**config.mk**
```make
export PLATFORM = sky130hd
export DESIGN_NAME = axi_uart_tx_wrapper
export DESIGN_NICKNAME = d
export VERILOG_FILES = /design/src/rtl/axi_uart_tx_wrapper.sv
export SDC_FILE = /design/constraint.sdc
export NUM_CORES = 1
export LEC_CHECK = 0
export CELL_PAD_IN_SITES_DETAIL_PLACEMENT = 1
export CELL_PAD_IN_SITES_GLOBAL_PLACEMENT = 1
export CORE_MARGIN = 4
export CORE_UTILIZATION = 30
export DETAILED_ROUTE_END_ITERATION = 8
export HOLD_SLACK_MARGIN = 0.03
export PLACE_DENSITY_LB_ADDON = 0.12
export SYNTH_ARGS = -nofsm -noshare
export SYNTH_HDL_FRONTEND = slang
export SYNTH_SLANG_ARGS = --single-unit
export TNS_END_PERCENT = 100
```
**constraint.sdc**
```tcl
create_clock -name s_axi_aclk -period 3.2 [get_ports s_axi_aclk]
set_input_delay 0.96 -clock s_axi_aclk [delete_from_list [all_inputs] [get_ports s_axi_aclk]]
set_output_delay 0.96 -clock s_axi_aclk [all_outputs]
set_load 0.01 [all_outputs]
```
**src/rtl/axi_uart_tx_wrapper.sv**
```systemverilog
// AXI4-Lite slave feeding a byte FIFO that is serialized onto an 8N1 UART line.
// Register map: 0x0 TXDATA (write-only), 0x4 STATUS (read-only).
module axi_uart_tx_wrapper #(
  parameter int C_DATA_WIDTH   = 32,
  parameter int C_ADDR_WIDTH   = 4,
  parameter int C_LSB_FIRST    = 1,
  parameter int C_FIFO_DEPTH   = 8,
  parameter int C_CLKS_PER_BIT = 3200
) (
  input  logic                        s_axi_aclk,
  input  logic                        s_axi_areset,
  input  logic [C_ADDR_WIDTH-1:0]     s_axi_awaddr,
  input  logic [2:0]                  s_axi_awprot,
  input  logic                        s_axi_awvalid,
  output logic                        s_axi_awready,
  input  logic [C_DATA_WIDTH-1:0]     s_axi_wdata,
  input  logic [C_DATA_WIDTH/8-1:0]   s_axi_wstrb,
  input  logic                        s_axi_wvalid,
  output logic                        s_axi_wready,
  output logic [1:0]                  s_axi_bresp,
  output logic                        s_axi_bvalid,
  input  logic                        s_axi_bready,
  input  logic [C_ADDR_WIDTH-1:0]     s_axi_araddr,
  input  logic [2:0]                  s_axi_arprot,
  input  logic                        s_axi_arvalid,
  output logic                        s_axi_arready,
  output logic [C_DATA_WIDTH-1:0]     s_axi_rdata,
  output logic [1:0]                  s_axi_rresp,
  output logic                        s_axi_rvalid,
  input  logic                        s_axi_rready,
  output logic                        midi_out,
  output logic                        midi_tx_intr
);

  localparam int AW = (C_FIFO_DEPTH > 1) ? $clog2(C_FIFO_DEPTH) : 1;
  localparam int CW = (C_CLKS_PER_BIT > 1) ? $clog2(C_CLKS_PER_BIT) : 1;
  localparam int RW = C_ADDR_WIDTH - 2;
  localparam logic [1:0] RESP_OKAY   = 2'b00;
  localparam logic [1:0] RESP_SLVERR = 2'b10;

  typedef enum logic [1:0] {IDLE, START, DATA, STOP} state_t;

  logic [7:0]    mem [C_FIFO_DEPTH];
  logic [AW-1:0] wr_ptr, rd_ptr;
  logic [AW:0]   count;
  logic          fifo_empty, fifo_full, push, pop, room;

  state_t        state, state_nxt;
  logic [CW-1:0] clk_cnt, clk_cnt_nxt;
  logic [2:0]    bit_idx, bit_idx_nxt, bit_sel;
  logic [7:0]    shreg;
  logic          bit_done, tx_busy, line_bit;

  logic          wr_fire, wr_sel_tx, wr_err, rd_fire, rd_err;
  logic [C_DATA_WIDTH-1:0] status_word, rd_val;
  logic          unused_bits;

  assign unused_bits = ^{s_axi_awprot, s_axi_arprot, s_axi_awaddr[1:0], s_axi_araddr[1:0],
                         s_axi_wdata[C_DATA_WIDTH-1:8], s_axi_wstrb[C_DATA_WIDTH/8-1:1]};

  assign fifo_empty = (count == '0);
  assign fifo_full  = (count == (AW+1)'(C_FIFO_DEPTH));
  assign tx_busy    = (state != IDLE);

  // A same-cycle pop frees a slot, so a full FIFO can still accept the push.
  assign room      = ~fifo_full | pop;
  assign wr_fire   = s_axi_awready & s_axi_awvalid & s_axi_wvalid;
  assign wr_sel_tx = (s_axi_awaddr[C_ADDR_WIDTH-1:2] == RW'(0));
  assign push      = wr_fire & wr_sel_tx & s_axi_wstrb[0] & room;
  assign wr_err    = ~wr_sel_tx | (s_axi_wstrb[0] & ~room);
  assign rd_fire   = s_axi_arready & s_axi_arvalid;

  always_ff @(posedge s_axi_aclk) begin
    if (s_axi_areset) begin
      s_axi_awready <= 1'b0;
      s_axi_wready  <= 1'b0;
      s_axi_bvalid  <= 1'b0;
      s_axi_bresp   <= RESP_OKAY;
    end else begin
      s_axi_awready <= s_axi_awvalid & s_axi_wvalid & ~s_axi_bvalid & ~s_axi_awready;
      s_axi_wready  <= s_axi_awvalid & s_axi_wvalid & ~s_axi_bvalid & ~s_axi_awready;
      if (wr_fire) begin
        s_axi_bvalid <= 1'b1;
        s_axi_bresp  <= wr_err ? RESP_SLVERR : RESP_OKAY;
      end else if (s_axi_bvalid && s_axi_bready) begin
        s_axi_bvalid <= 1'b0;
      end
    end
  end

  always_comb begin
    status_word       = '0;
    status_word[0]    = fifo_empty;
    status_word[1]    = fifo_full;
    status_word[2]    = tx_busy;
    status_word[15:8] = 8'(count);
    rd_val = '0;
    rd_err = 1'b0;
    case (s_axi_araddr[C_ADDR_WIDTH-1:2])
      RW'(0):  rd_val = '0;
      RW'(1):  rd_val = status_word;
      default: rd_err = 1'b1;
    endcase
  end

  always_ff @(posedge s_axi_aclk) begin
    if (s_axi_areset) begin
      s_axi_arready <= 1'b0;
      s_axi_rvalid  <= 1'b0;
      s_axi_rdata   <= '0;
      s_axi_rresp   <= RESP_OKAY;
    end else begin
      s_axi_arready <= s_axi_arvalid & ~s_axi_arready & ~s_axi_rvalid;
      if (rd_fire) begin
        s_axi_rvalid <= 1'b1;
        s_axi_rdata  <= rd_val;
        s_axi_rresp  <= rd_err ? RESP_SLVERR : RESP_OKAY;
      end else if (s_axi_rvalid && s_axi_rready) begin
        s_axi_rvalid <= 1'b0;
        s_axi_rdata  <= '0;
      end
    end
  end

  always_ff @(posedge s_axi_aclk) begin
    if (s_axi_areset) begin
      wr_ptr <= '0;
      rd_ptr <= '0;
      count  <= '0;
    end else begin
      if (push) wr_ptr <= wr_ptr + AW'(1);
      if (pop)  rd_ptr <= rd_ptr + AW'(1);
      case ({push, pop})
        2'b10:   count <= count + (AW+1)'(1);
        2'b01:   count <= count - (AW+1)'(1);
        default: count <= count;
      endcase
    end
  end

  always_ff @(posedge s_axi_aclk) begin
    if (push) mem[wr_ptr] <= s_axi_wdata[7:0];
    if (pop)  shreg <= mem[rd_ptr];
  end

  assign bit_done = (clk_cnt == CW'(C_CLKS_PER_BIT - 1));

  always_comb begin
    state_nxt   = state;
    clk_cnt_nxt = clk_cnt + CW'(1);
    bit_idx_nxt = bit_idx;
    pop         = 1'b0;
    case (state)
      IDLE: begin
        clk_cnt_nxt = '0;
        if (!fifo_empty) begin
          pop       = 1'b1;
          state_nxt = START;
        end
      end
      START: if (bit_done) begin
        clk_cnt_nxt = '0;
        bit_idx_nxt = 3'd0;
        state_nxt   = DATA;
      end
      DATA: if (bit_done) begin
        clk_cnt_nxt = '0;
        bit_idx_nxt = bit_idx + 3'd1;
        if (bit_idx == 3'd7) state_nxt = STOP;
      end
      STOP: if (bit_done) begin
        clk_cnt_nxt = '0;
        // Chain straight into the next start bit when more bytes are waiting.
        if (!fifo_empty) begin
          pop       = 1'b1;
          state_nxt = START;
        end else begin
          state_nxt = IDLE;
        end
      end
      default: state_nxt = IDLE;
    endcase
  end

  assign bit_sel  = (C_LSB_FIRST != 0) ? bit_idx : (3'd7 - bit_idx);
  assign line_bit = (state == START) ? 1'b0 : (state == DATA) ? shreg[bit_sel] : 1'b1;

  always_ff @(posedge s_axi_aclk) begin
    if (s_axi_areset) begin
      state        <= IDLE;
      clk_cnt      <= '0;
      bit_idx      <= '0;
      midi_out     <= 1'b1;
      midi_tx_intr <= 1'b1;
    end else begin
      state        <= state_nxt;
      clk_cnt      <= clk_cnt_nxt;
      bit_idx      <= bit_idx_nxt;
      midi_out     <= line_bit;
      midi_tx_intr <= fifo_empty & ~tx_busy;
    end
  end

endmodule

```
==> impl_metrics.json, run 1 <==
{
  "run_status": "finished, final reports clean",
  "worstHoldPathType": "flop to flop",
  "critical_path_peak_fanout": 2,
  "finalHoldViolations": 0,
  "critPathCaptureType": "flop",
  "number_of_global_route_vias_before_repair": 3150,
  "setup_repair_after_global_routing_missed_its_margin": "no",
  "htree_levels": 4,
  "synth_sequential_area_ratio": 0.613,
  "routed-wl-met2_um": 5050,
  "grt_first_pass_wirelength_um": 17100,
  "gpl.final_weighted_congestion": 0.682,
  "detail_route.wirelength.met1_um": 4990,
  "maxUsedRoutingLayer": "met4",
  "worstHoldStart": "s_axi_bvalid",
  "global_route.overflow_total": 0,
  "async_reset_ff_frac": 0,
  "dr_total_vias": 2932,
  "routed_wire_length_per_instance_um": 16.3,
  "router_iterations_before_antenna_repair": 4,
  "yosys.cell_types.count": 51,
  "rows": 46,
  "cts.clk_slew.worst_paths_ns": 0.05,
  "floorplan.io_pins": 100,
  "achievable-frequency_mhz": 326,
  "finalWorstPathRequiredPeriod_ns": 3.07,
  "critical_path.reg2reg.endpoint": "count[3]",
  "max_slew.worst_pin.slew_ns": 0.920,
  "layout-drive-gt1-share": 0.224,
  "core_area_sq_mm": 0.0159,
  "post_synth_instance_area_sq_mm": 0.00490,
  "power_w": 0.00417,
  "final.setup.tns_ns": 0,
  "synth_top_cells_by_area": "sky130_fd_sc_hd__edfxtp_1, sky130_fd_sc_hd__dfxtp_1, sky130_fd_sc_hd__mux4_2",
  "dieHeight_um": 136,
  "worst-r2r-cell-count": 11,
  "timing.final.setup_violations": 0,
  "peakVddDrop_mv": 0.343,
  "yosysTopAreaCellShare": 0.442,
  "layout_overhead_on_the_synthesized_area_pct": 27.2,
  "final_max_slew_viol_count": 0,
  "synth_cells": 353,
  "remaining_antenna_violation_count": 0,
  "stdcell_count": 650,
  "vias_per_cell": 4.51,
  "hold_path_depth": 1,
  "synth_edf_count": 72,
  "synthesis.area_per_instance_sq_um": 13.9,
  "met3_length_um": 404,
  "final.period_utilization": 0.958,
  "cp.required_ns": 3.54,
  "initial_core_utilization": 0.307,
  "cts_sinks": 114,
  "relSlewSlack": 0.386,
  "fill_cells": 1683,
  "regToRegStartpoint": "clk_cnt[7]",
  "detail_route.wirelength_um": 10600,
  "antenna_cells_inserted": 0,
  "numCtsBuffers": 17,
  "io_buffer_count": 35,
  "synth.ff_latch_count": 114,
  "hold_end": "s_axi_wready",
  "drc": 0,
  "die_footprint_sq_mm": 0.0184,
  "drt_first_iter_violations": 88,
  "layout.nets": 492,
  "pin_count_of_the_biggest_net_entering_global_routing": 19,
  "clock_skew_ns": 0.00831,
  "ys.warnings.count": 0,
  "cts.repair_timing.setup_buffer_count": 0,
  "die_width_um": 136,
  "hpwl_after_dpl_um": 7110,
  "ctsRootBufferMaster": "sky130_fd_sc_hd__clkbuf_16",
  "maxCapViolCount": 0,
  "timing.reg2reg.setup_slack_ns": 0.23,
  "crit_path_start_kind": "primary input",
  "path_class": "primary input to flop",
  "cts-root-to-sink-buffers": 2,
  "gr-usage-all-layers": 0.124,
  "yosys_most_used_dff": "sky130_fd_sc_hd__edfxtp_1",
  "power.static_leakage_nw": 2.15,
  "numPlacedInstances": 619,
  "antenna_found_initial": 0,
  "tritoncts": "done",
  "clock_insertion_delay_at_the_later_pin_of_the_skew_report_ns": 0.41,
  "yosys.area.top_type": "sky130_fd_sc_hd__edfxtp_1",
  "worst_ep_arrival_time_ns": 3.41,
  "power-per-cell-area_mw_per_mm2": 670
}
==> synth_stat cells, types with 3 or more instances <==
library cell,instances
sky130_fd_sc_hd__a21oi_1,10
sky130_fd_sc_hd__a22oi_1,7
sky130_fd_sc_hd__a32oi_1,3
sky130_fd_sc_hd__buf_1,3
sky130_fd_sc_hd__buf_2,3
sky130_fd_sc_hd__buf_4,28
sky130_fd_sc_hd__clkbuf_1,5
sky130_fd_sc_hd__dfxtp_1,42
sky130_fd_sc_hd__edfxtp_1,72
sky130_fd_sc_hd__ha_1,12
sky130_fd_sc_hd__inv_1,10
sky130_fd_sc_hd__mux2_2,8
sky130_fd_sc_hd__mux2i_1,3
sky130_fd_sc_hd__mux4_2,18
sky130_fd_sc_hd__nand2_1,10
sky130_fd_sc_hd__nand2b_1,4
sky130_fd_sc_hd__nand3_1,9
sky130_fd_sc_hd__nor2_1,40
sky130_fd_sc_hd__nor3_1,5
sky130_fd_sc_hd__nor3b_1,3
sky130_fd_sc_hd__nor4_1,3
sky130_fd_sc_hd__nor4b_1,4
sky130_fd_sc_hd__o21ai_0,4
sky130_fd_sc_hd__xnor2_1,6
sky130_fd_sc_hd__xor2_1,11
==> state kept, by name, summed over array words and instances, names as in the netlist, 2 cells and up <==
name and flops:
clk_cnt 12, bit_idx 3, mem 64, state 2, shreg 8, count 4
wr_ptr 3, rd_ptr 3, s_axi_rdata 7
==> layer usage <==
layer / GRT usage / vias to the layer above
li1: - / 1394
met1: 0.157 / 1462
met2: 0.199 / 64
met3: 0.0401 / 12
met4: 0.0454 / 0
met5: 0 / -
==> cells by family after synthesis <==
kind of cell | synth area share
DFF | 0.613
adders and majority gates | 0.0348
and+or+nand+nor | 0.106
other | 0.000766
xor gates and xnor gates | 0.0304
muxes | 0.107
AOI/OAI and AO/OA | 0.0480
buffers and inverters | 0.0598
==> power breakdown <==
group | switching [W] | internal, W
clock network | 0.000674 | 0.00137
logic | 0.000245 | 0.000237
registers | 0.0000315 | 0.00161
==> worst max-delay path by stage <==
stage	from	endpoint	slack, ns	cells after the start
after detailed placement	s_axi_wvalid	count[3]	-0.36	12
after global routing	s_axi_awvalid	count[3]	0.01	12
after global placement	s_axi_wvalid	count[3]	-0.37	12
after CTS	s_axi_wvalid	count[3]	0.05	12
final	s_axi_wvalid	count[3]	0.13	12
after floorplan	s_axi_wvalid	count[3]	0.12	10
==> worst max-delay path, cell delays in order <==
cell                              delay, ns
sky130_fd_sc_hd__clkdlybuf4s50_1       0.48
sky130_fd_sc_hd__nand3_1               0.13
sky130_fd_sc_hd__nor4b_2               0.27
sky130_fd_sc_hd__buf_4                 0.16
sky130_fd_sc_hd__o21ai_2               0.06
sky130_fd_sc_hd__ha_1                  0.22
sky130_fd_sc_hd__ha_1                  0.27
sky130_fd_sc_hd__a21o_1                0.19
sky130_fd_sc_hd__a21oi_2               0.14
sky130_fd_sc_hd__xnor2_1               0.08
sky130_fd_sc_hd__or3_1                 0.31
sky130_fd_sc_hd__a21oi_1               0.13
==> what timing repair did <==
action / in CTS / in global routing
hold endpoints to repair: 0 / 0
hold buffers: 0 / 0
endpoints found under the setup margin: 0 / 1
resized for setup: 0 / 2
==> through the flow <==
step                      instance area [sq um]   util  setup WS (ns)  hold slack (ns)
final                                      6230  0.391          0.134            0.452
after CTS                                  6220  0.390         0.0514            0.452
after global routing                       6230  0.391         0.0104            0.481
after detailed placement                   5580  0.350         -0.364            0.445
after global placement                     5580  0.350         -0.366            0.449
after floorplan                            4990      -          0.123            0.438
==> layout make-up <==
cell class	count	area (sq um)	share of cell area
sequential	114	3000	0.482
multi-input combinational	216	1720	0.276
timing repair buffer	63	561	0.0900
clock buffer	17	425	0.0683
tap	216	270	0.0434
clock inverter	14	213	0.0341
inverter	10	37.5	0.00603
==> layout by cell type, fill, tap and decap left out, drive strengths merged, types with 7 or more instances in the layout <==
cell type       n
clkdlybuf4s50  35
conb           27
dfxtp          42
a21oi          11
mux4           18
inv            11
nand2          10
edfxtp         72
mux2            8
nor2           40
clkbuf         17
buf            28
a22oi           7
nand3           9
ha             12
xor2           11
No activity file was read; power rests on OpenSTA's default activity.
==> inputs of run 2 (changes only) <==
SETUP_SLACK_MARGIN = 0.02   (was unset)
==> results of run 2 <==
Final layout, timing and power as in run 1 (identical DEF).
==> inputs of run 3 (changes only) <==
clock period = 2.8 ns   (was 3.2 ns; I/O delays follow)
==> run 3 against run 2 <==
Power increased by 9.3%. Count of clock-buffer cells in the layout is 1 higher. Core utilization rose by 1.3 points. First-iteration DRC count rose by 72%. Clock skew grew 0.0012 ns. Sequential power up 13%. Sequential cell count stayed put. Non-clock buffer count is 21 higher. Via count grew 2.2%. Clock power barely moved. Critical path type is now flop to flop. Largest cell class unchanged.
==> impl_metrics.json, run 3 (synthesis results as in run 1) <==
{
  "cp_slowest_cell": "sky130_fd_sc_hd__or4b_4",
  "number_of_global_route_vias_before_repair": 3195,
  "regToRegStartpoint": "clk_cnt[8]",
  "cp.required_ns": 3.15,
  "routed_wire_length_per_instance_um": 15.8,
  "critPathCaptureType": "flop",
  "pin_count_of_the_biggest_net_entering_global_routing": 32,
  "worst_ep_arrival_time_ns": 3.03,
  "finalHoldViolations": 0,
  "critPathTopFamily": "simple AND/OR/NAND/NOR gates",
  "timing.reg2reg.setup_slack_ns": 0.12,
  "groute.layer.met3.usage": 0.0386,
  "gr-usage-met2": 0.202,
  "gr-usage-all-layers": 0.125,
  "layout.cell_area.non_filler_sq_mm": 0.00644,
  "critical_path_buf_inv_count": 1,
  "ctsHoldBuffers": 0,
  "max_slew.worst_pin.slew_ns": 0.600,
  "power_w": 0.00456,
  "run_status": "finished, final reports clean",
  "layout_commonest_cell": "sky130_fd_sc_hd__edfxtp_1",
  "dr_total_vias": 2996,
  "global_route_layer_with_the_greatest_usage": "met2",
  "layout_top_registers": "mem x64, clk_cnt x12, shreg x8",
  "layout_overhead_on_the_synthesized_area_pct": 31.6,
  "final_max_slew_viol_count": 0,
  "grt_util_met1": 0.153,
  "vias_per_cell": 4.46,
  "worstHoldStart": "s_axi_rresp[1]",
  "setup_crit_start": "clk_cnt[8]",
  "worstHoldPathType": "flop to flop",
  "io_buffer_count": 35,
  "final.period_utilization": 0.959,
  "top_register": "mem",
  "power.static_leakage_nw": 2.23,
  "core_area_sq_mm": 0.0159,
  "setup_repair_after_global_routing_missed_its_margin": "yes",
  "drc": 0,
  "clock_insertion_delay_at_the_later_pin_of_the_skew_report_ns": 0.42,
  "htree_levels": 4,
  "relSlewSlack": 0.599,
  "peakVddDrop_mv": 0.448,
  "power-per-cell-area_mw_per_mm2": 708,
  "crit_path_cell_trace": "or4b_4, nor4_4, o21ai_2, ha_4, buf_4, ha_4, a21oi_2, xnor2_1, or3_1, a21oi_2",
  "slowest_cell_delay_on_critical_path_ns": 0.58,
  "grt_first_pass_wirelength_um": 17200,
  "numCtsBuffers": 17,
  "die_footprint_sq_mm": 0.0184,
  "crit_path_start_kind": "flop",
  "achievable-frequency_mhz": 372,
  "antenna_cells_inserted": 0,
  "cts-root-to-sink-buffers": 2,
  "placedInstanceArea_sq_mm": 0.00574,
  "cts_sinks": 114,
  "finalWorstPathRequiredPeriod_ns": 2.68,
  "stdcell_count": 672,
  "floorplan.io_pins": 100,
  "cts.clk_slew.worst_paths_ns": 0.06,
  "tritoncts": "done",
  "layout.nets": 513,
  "global_route.overflow_total": 0,
  "dieHeight_um": 136,
  "critical_path_peak_fanout": 3,
  "fill_cells": 1672,
  "antenna_found_initial": 0,
  "die_width_um": 136,
  "numPlacedInstances": 636,
  "largest_reg_flops": 64,
  "clock_skew_ns": 0.00948,
  "router_iterations_before_antenna_repair": 4,
  "maxCapViolCount": 0,
  "rows": 46,
  "timing.final.setup_violations": 0,
  "worst-r2r-cell-count": 10,
  "layout-drive-gt1-share": 0.303,
  "critical_path.reg2reg.endpoint": "count[3]",
  "path_class": "flop to flop",
  "ctsRootBufferMaster": "sky130_fd_sc_hd__clkbuf_16",
  "cp_num_cells": 10,
  "gpl.final_weighted_congestion": 0.743,
  "hpwl_after_dpl_um": 7290,
  "detail_route.wirelength_um": 10600,
  "drt_first_iter_violations": 151,
  "layout.cells.most_common_list": "sky130_fd_sc_hd__edfxtp_1, sky130_fd_sc_hd__buf_4, sky130_fd_sc_hd__nor2_1, sky130_fd_sc_hd__dfxtp_1, sky130_fd_sc_hd__clkdlybuf4s50_1",
  "initial_core_utilization": 0.307,
  "post-route-util": 0.404,
  "remaining_antenna_violation_count": 0,
  "critical_path.endpoint": "count[3]"
}
-- run 3: cell count changes in the layout (fill, tap and decap cells not counted), sizes merged --
cell           delta
inv               +4
dlygate4sd2       +2
clkbuf            +1
buf              +21
bufinv            -4
clkdlybuf4s50     -2
clkinv            -2
clkinvlp          +2
-- run 3: worst reg2reg max path, delay by kind of cell, from the launching register on --
family / cells / cell delay (ns)
DFF: 1 / 0.31
and+or+nand+nor: 3 / 1.27
AOI/OAI and AO/OA: 3 / 0.30
buffers and inverters: 1 / 0.14
xor gates and xnor gates: 1 / 0.13
adders and majority gates: 2 / 0.46
-- run 3: routing by layer --
metal	vias to the layer above	wire length [um]
met4	0	187
met1	1485	4780
met5	-	0
met3	14	453
li1	1436	-
met2	61	5200
-- run 3: power by group --
group	switching, W	internal [W]	total [W]
Combinational	0.000316	0.000336	0.000652
Clock	0.000810	0.00123	0.00204
Sequential	0.0000259	0.00185	0.00187
Total	0.00115	0.00341	0.00456
-- run 3: area by class of cell --
class / count / area (sq um) / share of cell area
inverters: 10 / 37.5 / 0.00583
repair buffers: 84 / 716 / 0.111
multi-input cells: 216 / 1860 / 0.288
clock buffers: 18 / 429 / 0.0666
clock inverters: 14 / 130 / 0.0202
flip-flops and latches: 114 / 3010 / 0.466
well taps: 216 / 270 / 0.0419
-- run 3: stage by stage --
stage	hold slack, ns	setup WS (ns)	TNS [ns]
CTS	0.461	0.0240	0
global route	0.483	-0.0170	-0.0170
floorplan	0.438	-0.0286	-0.226
global placement	0.446	-0.601	-15.95
detailed placement	0.453	-0.635	-16.41
finish	0.455	0.115	0
-- run 3: worst min-delay path by stage --
| stage | cells after the start | to |
|---|---|---|
| after floorplan | 1 | clk_cnt[0] |
| after global placement | 2 | s_axi_rresp[1] |
| after detailed placement | 2 | s_axi_rresp[1] |
| after CTS | 2 | s_axi_rresp[1] |
| after global routing | 1 | s_axi_wready |
| final | 2 | s_axi_rresp[1] |
-- run 3: repair_timing --
| item | in CTS | in global routing |
|---|---|---|
| setup buffers | 4 | 0 |
| endpoints found under the hold margin | 0 | 0 |
| gates resized for setup | 12 | 11 |
| setup endpoints to repair | 2 | 2 |
| pin swaps | 8 | 11 |
